File: config.mk
export PLATFORM = sky130hd
export DESIGN_NAME = alu_addsub_seq
export DESIGN_NICKNAME = d
export VERILOG_FILES = /design/src/rtl/alu_pkg.sv /design/src/rtl/byte_cla_slice.sv /design/src/rtl/alu_addsub_seq.sv
export SDC_FILE = /design/constraint.sdc
export NUM_CORES = 1
export LEC_CHECK = 0
export ABC_AREA = 1
export BUFFER_PORTS_ARGS = -buffer_cell sky130_fd_sc_hd__buf_4
export CORE_ASPECT_RATIO = 1.2
export CORE_MARGIN = 2
export CORE_UTILIZATION = 51
export DETAILED_ROUTE_END_ITERATION = 8
export GPL_TIMING_DRIVEN = 1
export PLACE_DENSITY = 0.82
export SYNTH_ARGS = -nofsm -noshare
export SYNTH_HDL_FRONTEND = slang
export SYNTH_SLANG_ARGS = --single-unit
File: constraint.sdc
create_clock -name clk -period 4.24 [get_ports clk]
set_input_delay 0.212 -clock clk [delete_from_list [all_inputs] [get_ports clk]]
set_output_delay 0.212 -clock clk [all_outputs]
set_load 0.01 [all_outputs]
File: src/rtl/alu_pkg.sv
// Shared definitions for the multi-cycle add/sub/compare sequencer:
// default widths, op encoding and FSM state encoding.
package alu_pkg;

    localparam int ALU_DATA_W  = 32;
    localparam int ALU_SLICE_W = 8;

    typedef enum logic [1:0] {
        OP_ADD  = 2'b00,
        OP_SUB  = 2'b01,
        OP_CMP  = 2'b10,
        OP_RSVD = 2'b11
    } alu_op_e;

    typedef enum logic [1:0] {
        ST_IDLE = 2'd0,
        ST_CALC = 2'd1,
        ST_RESP = 2'd2
    } alu_state_e;

endpackage

File: src/rtl/byte_cla_slice.sv
// Combinational SLICE_W-bit carry-lookahead adder; the sequencer reuses one
// instance for every slice of the operand.
module byte_cla_slice #(
    parameter int SLICE_W = 8
) (
    input  logic [SLICE_W-1:0] a,
    input  logic [SLICE_W-1:0] b,
    input  logic               cin,
    output logic [SLICE_W-1:0] sum,
    output logic               cout
);

    logic [SLICE_W-1:0] gen;
    logic [SLICE_W-1:0] prop;
    logic [SLICE_W:0]   carry;

    assign gen  = a & b;
    assign prop = a ^ b;

    // Each carry is the flattened sum-of-products of generate/propagate terms,
    // so no carry depends on a lower carry signal.
    always_comb begin
        logic term;
        logic acc;
        carry    = '0;
        carry[0] = cin;
        for (int i = 0; i < SLICE_W; i++) begin
            term = cin;
            for (int k = 0; k <= i; k++) term = term & prop[k];
            acc = term;
            for (int j = 0; j <= i; j++) begin
                term = gen[j];
                for (int k = j + 1; k <= i; k++) term = term & prop[k];
                acc = acc | term;
            end
            carry[i+1] = acc;
        end
    end

    assign sum  = prop ^ carry[SLICE_W-1:0];
    assign cout = carry[SLICE_W];

endmodule

File: src/rtl/alu_addsub_seq.sv
// 32-bit ADD/SUB/CMP sequencer that walks one shared CLA slice across the
// operands, one slice per cycle, and owns the architectural Eq/Gt flags.
module alu_addsub_seq
    import alu_pkg::*;
#(
    parameter int DATA_W  = ALU_DATA_W,
    parameter int SLICE_W = ALU_SLICE_W
) (
    input  logic              clk,
    input  logic              reset,
    input  logic              req_valid,
    output logic              req_ready,
    input  logic [1:0]        op,
    input  logic [DATA_W-1:0] a,
    input  logic [DATA_W-1:0] b,
    output logic              rsp_valid,
    input  logic              rsp_ready,
    output logic              rsp_err,
    output logic [DATA_W-1:0] result,
    output logic              cout,
    output logic              eq_flag,
    output logic              gt_flag,
    output logic              busy
);

    localparam int NUM_SLICES = DATA_W / SLICE_W;
    localparam int CNT_W      = (NUM_SLICES > 1) ? $clog2(NUM_SLICES) : 1;

    typedef logic [NUM_SLICES-1:0][SLICE_W-1:0] word_t;

    alu_state_e         state;
    alu_state_e         state_n;
    logic               accept;
    logic               last;
    logic [CNT_W-1:0]   cnt;
    word_t              a_l;
    word_t              b_l;
    word_t              result_work;
    word_t              result_final;
    alu_op_e            op_l;
    logic               carry_q;
    logic [SLICE_W-1:0] slice_b;
    logic [SLICE_W-1:0] slice_sum;
    logic               slice_cout;
    logic               diff_zero;

    // Subtraction is a + ~b + 1; the +1 enters through the preloaded carry.
    assign slice_b = (op_l == OP_ADD) ? b_l[cnt] : ~b_l[cnt];

    byte_cla_slice #(.SLICE_W(SLICE_W)) u_slice (
        .a   (a_l[cnt]),
        .b   (slice_b),
        .cin (carry_q),
        .sum (slice_sum),
        .cout(slice_cout)
    );

    always_comb begin
        result_final      = result_work;
        result_final[cnt] = slice_sum;
    end

    assign diff_zero = (result_final == '0);

    always_ff @(posedge clk or posedge reset) begin
        if (reset) state <= ST_IDLE;
        else       state <= state_n;
    end

    always_comb begin
        state_n   = state;
        accept    = 1'b0;
        last      = 1'b0;
        req_ready = 1'b0;
        busy      = 1'b1;
        case (state)
            ST_IDLE: begin
                req_ready = 1'b1;
                busy      = 1'b0;
                if (req_valid) begin
                    accept  = 1'b1;
                    state_n = (alu_op_e'(op) == OP_RSVD) ? ST_RESP : ST_CALC;
                end
            end
            ST_CALC: begin
                if (cnt == CNT_W'(NUM_SLICES - 1)) begin
                    last    = 1'b1;
                    state_n = ST_RESP;
                end
            end
            ST_RESP: begin
                if (rsp_ready) state_n = ST_IDLE;
            end
            default: state_n = ST_IDLE;
        endcase
    end

    // Operand latch, per-slice accumulation, commit and response holding.
    always_ff @(posedge clk or posedge reset) begin
        if (reset) begin
            a_l         <= '0;
            b_l         <= '0;
            op_l        <= OP_ADD;
            carry_q     <= 1'b0;
            cnt         <= '0;
            result_work <= '0;
            result      <= '0;
            cout        <= 1'b0;
            rsp_valid   <= 1'b0;
            rsp_err     <= 1'b0;
            eq_flag     <= 1'b0;
            gt_flag     <= 1'b0;
        end else begin
            if (accept) begin
                a_l     <= a;
                b_l     <= b;
                op_l    <= alu_op_e'(op);
                carry_q <= (alu_op_e'(op) == OP_SUB) || (alu_op_e'(op) == OP_CMP);
                cnt     <= '0;
                if (alu_op_e'(op) == OP_RSVD) begin
                    result    <= '0;
                    cout      <= 1'b0;
                    rsp_err   <= 1'b1;
                    rsp_valid <= 1'b1;
                end
            end
            if (state == ST_CALC) begin
                result_work[cnt] <= slice_sum;
                carry_q          <= slice_cout;
                cnt              <= cnt + 1'b1;
                if (last) begin
                    result    <= result_final;
                    cout      <= slice_cout;
                    rsp_valid <= 1'b1;
                    if (op_l == OP_CMP) begin
                        eq_flag <= diff_zero;
                        gt_flag <= ~result_final[NUM_SLICES-1][SLICE_W-1] & ~diff_zero;
                    end
                end
            end
            if ((state == ST_RESP) && rsp_ready) begin
                rsp_valid <= 1'b0;
                rsp_err   <= 1'b0;
            end
        end
    end

endmodule

==> results.md, run 1 <==
- Final routed wirelength across all metal layers: 17.2 mm
- Total nets after synthesis: 923
- Period Utilization, post-route: 0.810
- Number of unique standard cell types used by synthesis: 34
- Worst Clk Skew: slightly below 0.007 ns
- Setup repair after global routing missed its margin: false
- Post-cts repair resize count: 0
- Final worst hold slack: 0.00585 ns
- Row count: 46
- Worst vdd ir: 0.534 mV
- Highest Clock Rate: just under 0.3 GHz
- Number of cells on the critical path: 22
- Total via count in the routed design: a little over 6k
- Type of element launching the critical path: flop
- Largest stage delay on the critical path: ~0.4 ns
- Die Width: 109 microns
- Count of nets left with antenna violations after detail routing: 0
- Count of clock tree sinks: between 100 and 150
- Mean cell area of the mapped netlist: around 8.0 sq um
- Result of the run: completed
- Total power per unit cell area: roughly 1000 mW/mm^2
- Crit path max fanout: 18
- Number of DRC violations after detailed routing: 0
- Number of flip-flops and latches in the synthesized netlist: 140
- Most frequent CP cell: nand2_1
- Register area share after synthesis: 0.520
- Area Overhead vs Synth: 29.7%
- Via-per-instance ratio: between 5 and 6
- Antenna violations before repair: 0
- Combinational power share: 0.545
- Worst reg2reg endpoint: gt_flag$_DFFE_PP0P_
- Most frequent standard cell in the layout excluding fill and tap cells: nand2_1
- Area of the mapped netlist: 0.00673 sq mm
- Total GRT Usage: 0.256
- Sw power: a little over 4000 uW
- Internal power component: between 4000 and 5000 uW
- Clk_lat worst skew: roughly 0.42 ns
- Number of standard cells after synthesis: approximately 840
- Leakage power total: between 0.004 and 0.005 uW
- Iteration count of the initial detailed-routing pass: 5
- Kind of cell with the highest combined delay on the critical path: simple AND/OR/NAND/NOR gates
- Cell breakdown of the critical path: inv_1 > o21ai_0 > o22ai_1 > xnor2_1 > ha_1 > ha_1 > nand2_2 > nand3b_2 > nand2_4 > nand2_4 > nand2_4 > nand2_2 > nand2_2 > nand3_1 > nand3_1 > nand2_1 > o21ai_0 > nand3_1 > nor2_1 > nand2_1 > nand2_1 > nand2_1
- Starting Density: 0.515
- Sequential share of power: 0.262
- Final WS setup: around 0.80 ns
- Endpoint arrival time on the critical path: 3.75 ns
- CTS tree: yes
- Clock Pin Slew Worst Setup and Hold Paths: around 0.060 ns
- Total count of hold-check failures in the final report: 0
- Biggest area contributors in the synthesized netlist: dfrtp_1 (52%), nand2_1 (17%), o21ai_0 (7.1%), nand3_1 (4.7%), nor2_1 (3.1%)
- Number of maximum-capacitance constraint violations: 0
- Max-slew headroom at the worst pin: 0.330
- Setup crit end kind: flop
- Worst-case register-to-register setup slack: slightly above 0.8 ns
- Source of the critical timing path: cnt[1]$_DFFE_PP0P_
- Port buffer count: around 110
- Top-level I/O count: roughly 110
- Most used cells in the layout excluding fill and tap cells: nand2_1 (301), dfrtp_1 (140), buf_4 (118), o21ai_0 (95), nand3_1 (63)
- Height of the die: about 130 microns
- Biggest area consumer among synthesized cells: dfrtp_1
- Remaining global-route overflow: 0
- Number of buffers created by CTS: 17
- Portion of total power attributed to the clock network: 0.192
- First-pass GRT wire length: between 20 and 30 mm
- Beginning of the worst register-to-register path: cnt[1]$_DFFE_PP0P_
- Maximum buffer depth of the clock tree: 2
- Pins over their slew limit: 0
- Required time reported for the critical path endpoint: between 4 and 5 ns
- CORE AREA: 0.0131 sq mm
- Cell with the largest stage delay on the worst path: inv_1
- Share of Yosys cell area claimed by the top area cell type: 0.520
- Share of cells above drive strength 1: 0.176
- Summed negative setup slack over all endpoints: 0 ns
- Number of endpoints failing setup at the final stage: 0
- Post-layout minimum cycle time: 3.44 ns
- Power, Total: between 8000 and 9000 uW
- Slew at the pin closest to its max-slew limit: 1.01 ns
- Reg2Reg Depth: 22
- CTS H-Tree Depth: 4
- Global placer's final weighted congestion: roughly 0.9
- Setup WS pre-CTS: 0.837 ns
- Vias in the first global route: slightly above 6k
- Pin count of the biggest net entering global routing: 84
- DR iter-0 viols: 380
- Sw Share: 0.462
- Clk root buf: clkbuf_16
- Die outline area: between 0.01 and 0.015 sq mm
- Critical path endpoint: gt_flag$_DFFE_PP0P_
- Worst Path Buf+Inv: 1
- Worst min-delay path class: in2reg
- Synth warnings: 0
- Antenna cells: 0
- DR WL/cell: ~15 microns
- Setup CP Type: reg2reg
- Nets@finish: around 1.1k
- Estimated wirelength of the detail-placed design: ~11 mm
[registers in the layout, indices dropped and copies added, names as in the netlist]
signal and flops:
a_l 32, b_l 32, result 32, result_work 32
cnt 2, op_l 2, state 2, carry_q 1
cout 1, eq_flag 1, gt_flag 1, rsp_err 1
rsp_valid 1
[Yosys cell counts]
cell / number
clkinv_1: 1
or2_2: 4
inv_2: 2
o21ai_1: 3
clkbuf_4: 1
a31oi_1: 1
mux2i_1: 3
nor3_1: 5
nand2_4: 3
o32ai_1: 1
o21ai_0: 95
nand3_2: 2
nand2_1: 301
inv_1: 43
o21ai_2: 3
a21oi_1: 4
nand3b_2: 1
nand4_1: 12
nor2_2: 2
o31ai_1: 1
nand3_1: 63
clkbuf_1: 34
ha_1: 14
nor2_1: 55
dfrtp_1: 140
buf_4: 1
o22ai_1: 17
o21a_1: 1
xnor2_1: 9
nand2_2: 7
a22o_1: 1
buf_2: 4
fa_1: 1
buf_1: 3
[through the flow]
step	cell area, sq um	instances	util
after floorplan	6730	838	-
after global placement	7670	1081	0.587
after detailed placement	7670	1081	0.587
after CTS	8730	1153	0.668
after global routing	8730	1153	0.668
final	8730	1153	0.668
[how the worst min path moves through the flow]
stage	slack, ns	cells after the start	from	endpoint
5_1_grt	0.01	3	b[11]	b_l[11]$_DFFE_PP0P_
2_1_floorplan	0.33	2	a[10]	a_l[10]$_DFFE_PP0P_
6_report	0.006	3	a[28]	a_l[28]$_DFFE_PP0P_
3_3_place_gp	0.42	3	a[12]	a_l[12]$_DFFE_PP0P_
4_1_cts	0.00008	3	b[24]	b_l[24]$_DFFE_PP0P_
3_5_place_dp	0.42	3	b[10]	b_l[10]$_DFFE_PP0P_
[power groups by stage]
stage	clock network, uW	registers, uW	logic, uW
5_1_grt	1750	2360	5340
2_1_floorplan	0	2280	3420
3_5_place_dp	0	2300	4650
6_report	1680	2290	4770
4_1_cts	1690	2290	4740
3_3_place_gp	0	2280	4520
[layer usage]
metal	wire length, microns	vias to the layer above	part of all wire	global-route usage
met5	0	-	0	0
met4	368	0	0.021	0.0995
met3	943	35	0.055	0.0495
met2	8770	225	0.51	0.440
met1	7100	2942	0.41	0.320
li1	-	2990	-	-
[kinds of logic after synthesis]
| kind of cell | synth area share |
|---|---|
| DFF | 0.520 |
| AOI/OAI and AO/OA | 0.101 |
| xor gates and xnor gates | 0.0117 |
| and+or+nand+nor | 0.282 |
| adders and majority gates | 0.0290 |
| muxes | 0.00446 |
| buffers and inverters | 0.0515 |
[area by class of cell]
class | count | area, sq um
Fill cell | 1005 | 4330
Sequential cell | 140 | 3500
Multi-Input combinational cell | 609 | 2890
Timing Repair Buffer | 158 | 1290
Clock buffer | 21 | 450
Clock inverter | 11 | 215
Tap cell | 168 | 210
Inverter | 46 | 175
[what timing repair did]
item,CTS,global route
setup endpoints to repair,0,0
hold endpoints to repair,40,0
hold buffers,40,0
setup buffers,0,0
[tightest hold or removal path, delay by kind of cell]
family / cells / cell delay (ns)
buffers and inverters: 1 / 0.07
and+or+nand+nor: 2 / 0.10
Note: power is estimated with default switching activity, not from simulation.
==> run 2: changes to the inputs <==
--- a/config.mk
+++ b/config.mk
@@ -5,7 +5,7 @@
 export SDC_FILE = /design/constraint.sdc
 export NUM_CORES = 1
 export LEC_CHECK = 0
-export ABC_AREA = 1
+export ABC_AREA = 0
 export BUFFER_PORTS_ARGS = -buffer_cell sky130_fd_sc_hd__buf_4
 export CORE_ASPECT_RATIO = 1.2
 export CORE_MARGIN = 2
==> constraint.sdc (replaced) <==
create_clock -name clk -period 3.1 [get_ports clk]
set_input_delay 0.155 -clock clk [delete_from_list [all_inputs] [get_ports clk]]
set_output_delay 0.155 -clock clk [all_outputs]
set_load 0.01 [all_outputs]
==> run 2 against run 1 <==
  * The run now ends with setup timing left
  * Fmax up 8.9%
  * Register-to-register slack worse by 0.86 ns
  * Via count is 14% lower
  * Worst hold slack improved by 0.0035 ns
  * Routed wire length rose by 8.7%
  * Highest routed layer unchanged
==> results.md, run 2 <==
- Share of Yosys cell area claimed by the top area cell type: 0.527 (was 0.520)
- Area of the mapped netlist: 0.00645 sq mm (was 0.00673 sq mm)
- Worst Clk Skew: 0.00811 ns (was 0.00684 ns)
- Global placer's final weighted congestion: 0.991 (was 0.888)
- Vias in the first global route: 5,514 (was 6,078)
- Leading register cell type out of synthesis: dfrtp_1 (unchanged)
- DR WL/cell: 19.9 microns (was 14.9 microns)
- Type of element launching the critical path: flop (unchanged)
- Die outline area: 0.0136 sq mm (was 0.0141 sq mm)
- Count of nets left with antenna violations after detail routing: 0 (unchanged)
- Iteration count of the initial detailed-routing pass: 7 (was 5)
- Met2 usage: 0.500 (was 0.440)
- DR iter-0 viols: 333 (was 380)
- Total count of hold-check failures in the final report: 0 (unchanged)
- Final std cells w/o fill: 937 (was 1,153)
- Number of maximum-capacitance constraint violations: 0 (unchanged)
- First-pass GRT wire length: 29.0 mm (was 28.3 mm)
- Global-route track usage on met3: 0.0617 (was 0.0495)
- Required time reported for the critical path endpoint: 3.44 ns (was 4.55 ns)
- CORE AREA: 0.0125 sq mm (was 0.0131 sq mm)
- Number of standard cells after synthesis: 552 (was 838)
- Count of flip-flops with a built-in enable after synthesis: 0 (unchanged)
- Antenna violations before repair: 3 (was 0)
- Total nets after synthesis: 637 (was 923)
- Estimated wirelength of the detail-placed design: 11.4 mm (was 11.2 mm)
- Count of clock tree sinks: 136 (was 140)
- Cell with the most instances after synthesis: dfrtp_1 (was nand2_1)
- Total GRT Usage: 0.285 (was 0.256)
- CTS H-Tree Depth: 4 (unchanged)
- Pin count of the biggest net entering global routing: 67 (was 84)
- Register area share after synthesis: 0.527 (was 0.520)
- Area Overhead vs Synth: 41.0% (was 29.7%)
- Max-slew headroom at the worst pin: 0.523 (was 0.330)
- CTS tree: yes (unchanged)
- Share of cells above drive strength 1: 0.367 (was 0.176)
- Setup crit end kind: flop (unchanged)
- Via-per-instance ratio: 5.67 (was 5.37)
- Number of endpoints failing setup at the final stage: 2 (was 0)
- Synth top cells by count: dfrtp_1 (136), nand2_1 (80), mux2_2 (69) (was nand2_1 (301), dfrtp_1 (140), o21ai_0 (95))
- Clk root buf: clkbuf_16 (unchanged)
- Number of buffers created by CTS: 17 (unchanged)
- Starting Density: 0.516 (was 0.515)
- Row count: 45 (was 46)
- Top-level I/O count: 109 (unchanged)
- Final routed wirelength across all metal layers: 18.7 mm (was 17.2 mm)
- Met1 layer usage reported by global route: 0.325 (was 0.320)
- Maximum buffer depth of the clock tree: 2 (unchanged)
- Clock Pin Slew Worst Setup and Hold Paths: 0.06 ns (about the same)
- Violations in the final reports: setup timing
- Total placed cells including tap cells: 827 (was 1,081)
- Endpoint arrival time on the critical path: 3.49 ns (was 3.75 ns)
- Port buffer count: 108 (unchanged)
- Largest registers: a_l x32, b_l x32, result x32
- Final WS setup: -0.0560 ns (was 0.804 ns)
- Total via count in the routed design: 5,311 (was 6,192)
- Number of unique standard cell types used by synthesis: 54 (was 34)
- Result of the run: finished, violations left (was completed)
- Die Width: 107 microns (was 109 microns)
- Highest-utilization routing layer at the global route stage: met2 (unchanged)
- Pins over their slew limit: 0 (unchanged)
- Slew at the pin closest to its max-slew limit: 0.714 ns (was 1.01 ns)
- Post-synth ARST share: 1.00 (unchanged)
- Remaining global-route overflow: 0 (unchanged)
- Most used cells in the layout excluding fill and tap cells: buf_4 (143), dfrtp_1 (135), nand2_1 (80), mux2_2 (69), dlygate4sd3_1 (67) (was nand2_1 (301), dfrtp_1 (140), buf_4 (118), o21ai_0 (95), nand3_1 (63))
- Synth warnings: 0 (unchanged)
- Period Utilization, post-route: 1.02 (was 0.810)
- Filler cells: 804 (was 1,005)
- Final worst hold slack: 0.00935 ns (was 0.00585 ns)
- Biggest area contributors in the synthesized netlist: dfrtp_1 (53%), mux2_2 (12%), mux4_2 (5.6%), o21ai_0 (5.1%), nand2_1 (4.7%) (was dfrtp_1 (52%), nand2_1 (17%), o21ai_0 (7.1%), nand3_1 (4.7%), nor2_1 (3.1%))
- Most frequent standard cell in the layout excluding fill and tap cells: buf_4 (was nand2_1)
- Crit path max fanout: 5 (was 18)
- Highest Clock Rate: 0.317 GHz (was 0.291 GHz)
- Clk_lat worst skew: 0.42 ns (about the same)
- Biggest area consumer among synthesized cells: dfrtp_1 (unchanged)
- Number of flip-flops and latches in the synthesized netlist: 136 (was 140)
- Nets@finish: 841 (was 1,057)
- Height of the die: 127 microns (was 130 microns)
- Setup CP Type: reg2reg (unchanged)
- Post-layout minimum cycle time: 3.16 ns (was 3.44 ns)
- Mean cell area of the mapped netlist: 11.7 sq um (was 8.04 sq um)
- Post-Route Utilization: 0.728 (was 0.668)
- Worst min-delay path class: in2reg (unchanged)
- Number of DRC violations after detailed routing: 0 (unchanged)
- Setup repair after global routing missed its margin: true (was false)
[run 2: changes by cell type after synthesis, moves of 29 or more]
cell and delta:
nor2_1 -38, o21ai_0 -29, mux2_2 +69, inv_1 -29
nand2_1 -221, nand3_1 -59
[run 2: through the flow]
step,TNS (ns),setup WS [ns],cell area (sq um)
global placement,0,0.0524,7660
finish,-0.0877,-0.0560,9100
detailed placement,-0.341,-0.115,7660
global route,-0.441,-0.154,9100
floorplan,0,0.00341,6480
CTS,0,0.0121,8980
[run 2: cell type report]
cell class | count | area, sq um | share of cell area
Clock inverter | 12 | 174 | 0.0191
Antenna cell | 4 | 10.0 | 0.00110
Inverter | 14 | 56.3 | 0.00619
Tap cell | 164 | 205 | 0.0226
Multi-Input combinational cell | 370 | 2920 | 0.321
Sequential cell | 136 | 3400 | 0.374
Timing Repair Buffer | 217 | 1870 | 0.205
Clock buffer | 20 | 457 | 0.0502
[run 2: kinds of logic after synthesis]
logic type / after synthesis / share of synthesized area
xor gates and xnor gates: 16 / 0.0240
and+or+nand+nor: 128 / 0.0871
muxes: 103 / 0.204
buffers and inverters: 46 / 0.0283
AOI/OAI and AO/OA: 108 / 0.0987
adders and majority gates: 15 / 0.0303
DFF: 136 / 0.527
[run 2: worst paths after layout]
| kind | cells after the start | slack, ns | start | to |
|---|---|---|---|---|
| worst max-delay path | 10 | -0.06 | cnt[0]$_DFFE_PP0P_ | eq_flag$_DFFE_PP0P_ |
| worst max register to register | 10 | -0.06 | cnt[0]$_DFFE_PP0P_ | eq_flag$_DFFE_PP0P_ |
| min in group asynchronous | 3 | 0.41 | reset | carry_q$_DFFE_PP0P_ |
| worst min-delay path | 2 | 0.009 | b[8] | b_l[8]$_DFFE_PP0P_ |
| worst min register to register | 2 | 0.47 | result[9]$_DFF_PP0_ | result[9]$_DFF_PP0_ |
| max in group asynchronous | 4 | 1.73 | reset | result_work[14]$_DFFE_PP0P_ |
[run 2: routing by layer]
layer / wire, microns / vias to the layer above
met2: 9870 / 261
met5: 0 / -
met4: 847 / 0
met1: 6890 / 2594
li1: - / 2381
met3: 1060 / 75
[run 2: critical path, cell delays in order (launching register included)]
cell       delay, ns
dfrtp_2         0.44
mux4_2          0.56
xnor2_2         0.17
ha_1            0.31
ha_4            0.19
o21a_1          0.24
o22a_4          0.26
or3_1           0.36
a32oi_1         0.19
and4_1          0.23
o2bb2ai_1       0.12
[run 2: timing repair]
action	4_1_cts	5_1_grt
hold buffers	67	0
setup endpoints to repair	6	22
endpoints found under the hold margin	96	0
pin swaps	1	6
resized for setup	2	13
buffers inserted	1	6
Power of run 2 is not shown: default switching activity piles up to over one toggle a cycle in this logic, so the estimate is an artifact.
==> run 3: changes to the inputs <==
--- a/config.mk
+++ b/config.mk
@@ -13,6 +13,7 @@
 export DETAILED_ROUTE_END_ITERATION = 8
 export GPL_TIMING_DRIVEN = 1
 export PLACE_DENSITY = 0.82
+export RECOVER_POWER = 25
 export SYNTH_ARGS = -nofsm -noshare
 export SYNTH_HDL_FRONTEND = slang
 export SYNTH_SLANG_ARGS = --single-unit
==> run 3 against run 2 <==
  * The run still ends with setup timing left
  * Final area shrank 1.6%
  * Routed wire length grew 0.53%
  * Cell count is the same
  * Worst hold slack gained 0.0039 ns
  * Non-clock buffer count is the same
  * Register-to-register slack is essentially flat
  * Clock skew is essentially flat
  * Die area is the same
  * Count of clock-buffer cells in the layout is the same
  * Critical path type unchanged
  * Largest cell class unchanged
==> results.md, run 3 (synthesis gave the netlist of run 2 again) <==
- Kind of cell with the highest combined delay on the critical path: compound AO/OA/AOI/OAI gates (unchanged)
- DR WL/cell: 20.0 microns (was 19.9 microns)
- Crit path max fanout: 5 (unchanged)
- Clk_lat worst skew: 0.42 ns (about the same)
- Vias in the first global route: 5,514 (unchanged)
- Final routed wirelength across all metal layers: 18.8 mm (was 18.7 mm)
- Reg2Reg Depth: 10 (unchanged)
- Setup repair after global routing missed its margin: true (unchanged)
- Final worst hold slack: 0.0133 ns (was 0.00935 ns)
- Count of nets left with antenna violations after detail routing: 0 (unchanged)
- Max-slew headroom at the worst pin: 0.0386 (was 0.523)
- Nets@finish: 841 (unchanged)
- Highest Clock Rate: 0.317 GHz (about the same)
- Die outline area: 0.0136 sq mm (unchanged)
- Worst Path Buf+Inv: 0 (unchanged)
- Endpoint arrival time on the critical path: 3.49 ns (about the same)
- Final WS setup: -0.0520 ns (was -0.0560 ns)
- Total GRT Usage: 0.285 (unchanged)
- Setup WS pre-CTS: -0.115 ns (unchanged)
- Count of clock tree sinks: 136 (unchanged)
- CORE AREA: 0.0125 sq mm (unchanged)
- Most frequent standard cell in the layout excluding fill and tap cells: dfrtp_1 (was buf_4)
- Global placer's final weighted congestion: 0.991 (unchanged)
- Period Utilization, post-route: 1.02 (about the same)
- Die Width: 107 microns (unchanged)
- Pin count of the biggest net entering global routing: 67 (unchanged)
- CTS tree: yes (unchanged)
- Violations in the final reports: setup timing (unchanged)
- Largest registers: a_l x32, b_l x32, result x32 (unchanged)
- Filler cells: 827 (was 804)
- Result of the run: finished, violations left (unchanged)
- Via-per-instance ratio: 5.68 (was 5.67)
- Antenna violations before repair: 3 (unchanged)
- Post-Route Utilization: 0.716 (was 0.728)
- Top-level I/O count: 109 (unchanged)
- Worst min-delay path class: in2reg (unchanged)
- Starting Density: 0.516 (unchanged)
- Slew at the pin closest to its max-slew limit: 1.43 ns (was 0.714 ns)
- Height of the die: 127 microns (unchanged)
- First-pass GRT wire length: 29.0 mm (unchanged)
- Total via count in the routed design: 5,321 (was 5,311)
- Post-layout minimum cycle time: 3.15 ns (was 3.16 ns)
- Share of cells above drive strength 1: 0.319 (was 0.367)
- CTS H-Tree Depth: 4 (unchanged)
- Type of element launching the critical path: flop (unchanged)
- Area of all sequential standard cells: 0.00340 sq mm (unchanged)
- Required time reported for the critical path endpoint: 3.44 ns (about the same)
- DR iter-0 viols: 316 (was 333)
- Area taken by multi-input logic gates: 0.00292 sq mm (unchanged)
- Final std cells w/o fill: 937 (unchanged)
- Cell with the largest stage delay on the worst path: mux4_2 (unchanged)
- Largest stage delay on the critical path: 0.56 ns (about the same)
- Total count of hold-check failures in the final report: 0 (unchanged)
- Estimated wirelength of the detail-placed design: 11.4 mm (unchanged)
- Cell breakdown of the critical path: mux4_2 > xnor2_2 > ha_1 > ha_4 > o21a_1 > o22a_4 > or3_1 > a32oi_1 > and4_1 > o2bb2ai_1 (unchanged)
- Worst Clk Skew: 0.00826 ns (was 0.00811 ns)
- Number of buffers created by CTS: 17 (unchanged)
- Port buffer count: 108 (unchanged)
- Number of maximum-capacitance constraint violations: 0 (unchanged)
- Clk root buf: clkbuf_16 (unchanged)
- Iteration count of the initial detailed-routing pass: 5 (was 7)
- Remaining global-route overflow: 0 (unchanged)
- Setup crit end kind: flop (unchanged)
- Total placed cells including tap cells: 827 (unchanged)
- Number of endpoints failing setup at the final stage: 2 (unchanged)
- Area Overhead vs Synth: 38.8% (was 41.0%)
- Number of DRC violations after detailed routing: 0 (unchanged)
- Maximum buffer depth of the clock tree: 2 (unchanged)
- Number of cells on the critical path: 10 (unchanged)
- Setup CP Type: reg2reg (unchanged)
- Clock Pin Slew Worst Setup and Hold Paths: 0.06 ns (about the same)
- Hold depth: 2 (unchanged)
- Pins over their slew limit: 0 (unchanged)
- Most used cells in the layout excluding fill and tap cells: dfrtp_1 (135), buf_4 (105), nand2_1 (80), mux2_2 (69), dlygate4sd3_1 (67) (was buf_4 (143), dfrtp_1 (135), nand2_1 (80), mux2_2 (69), dlygate4sd3_1 (67))
- Row count: 45 (unchanged)
[run 3: cell types whose count changed in the layout (fill, tap and decap cells not counted), sizes merged]
cell    before  now
clkbuf      20   58
buf        150  112
[run 3: layout make-up]
type	count	share of cell area
Inverter	14	0.00601
Multi-Input combinational cell	370	0.326
Antenna cell	4	0.00112
Clock inverter	12	0.0194
Clock buffer	20	0.0510
Sequential cell	136	0.380
Tap cell	164	0.0229
Timing Repair Buffer	217	0.193
[run 3: metal layers]
layer / global-route usage / up-vias / wire, microns
li1: - / 2379 / -
met1: 0.325 / 2624 / 7000
met2: 0.500 / 248 / 9940
met3: 0.0617 / 70 / 1040
met4: 0.148 / 0 / 794
met5: 0 / - / 0
[run 3: worst register-to-register path, delay by kind of cell (launching register included)]
kind | cells | cell delay [ns]
flip-flops | 1 | 0.44
AO/OA/AOI/OAI | 4 | 0.81
multiplexers | 1 | 0.56
adder cells (fa/ha/maj) | 2 | 0.50
AND/OR/NAND/NOR | 2 | 0.59
XOR/XNOR | 1 | 0.17
[run 3: path summary, 6_finish.rpt]
path	startpoint	slack, ns	to
min	b[8]	0.01	b_l[8]$_DFFE_PP0P_
min in group asynchronous	reset	0.64	carry_q$_DFFE_PP0P_
max in group asynchronous	reset	1.34	result_work[14]$_DFFE_PP0P_
min reg2reg	result[9]$_DFF_PP0_	0.47	result[9]$_DFF_PP0_
max reg2reg	cnt[0]$_DFFE_PP0P_	-0.05	eq_flag$_DFFE_PP0P_
max	cnt[0]$_DFFE_PP0P_	-0.05	eq_flag$_DFFE_PP0P_
[run 3: what timing repair did]
| item | CTS | global route |
|---|---|---|
| hold buffers | 67 | 0 |
| gates resized for setup | 2 | 13 |
| setup endpoints to repair | 6 | 22 |
| setup buffers | 1 | 6 |
| pin swaps | 1 | 6 |
| endpoints found under the hold margin | 96 | 0 |
[run 3: per-stage QoR]
stage	area (sq um)	TNS, ns
6_report	8950	-0.0821
5_1_grt	8950	-0.441
2_1_floorplan	6480	0
3_3_place_gp	7660	0
3_5_place_dp	7660	-0.341
4_1_cts	8980	0
Power of run 3 is left out for the same reason.
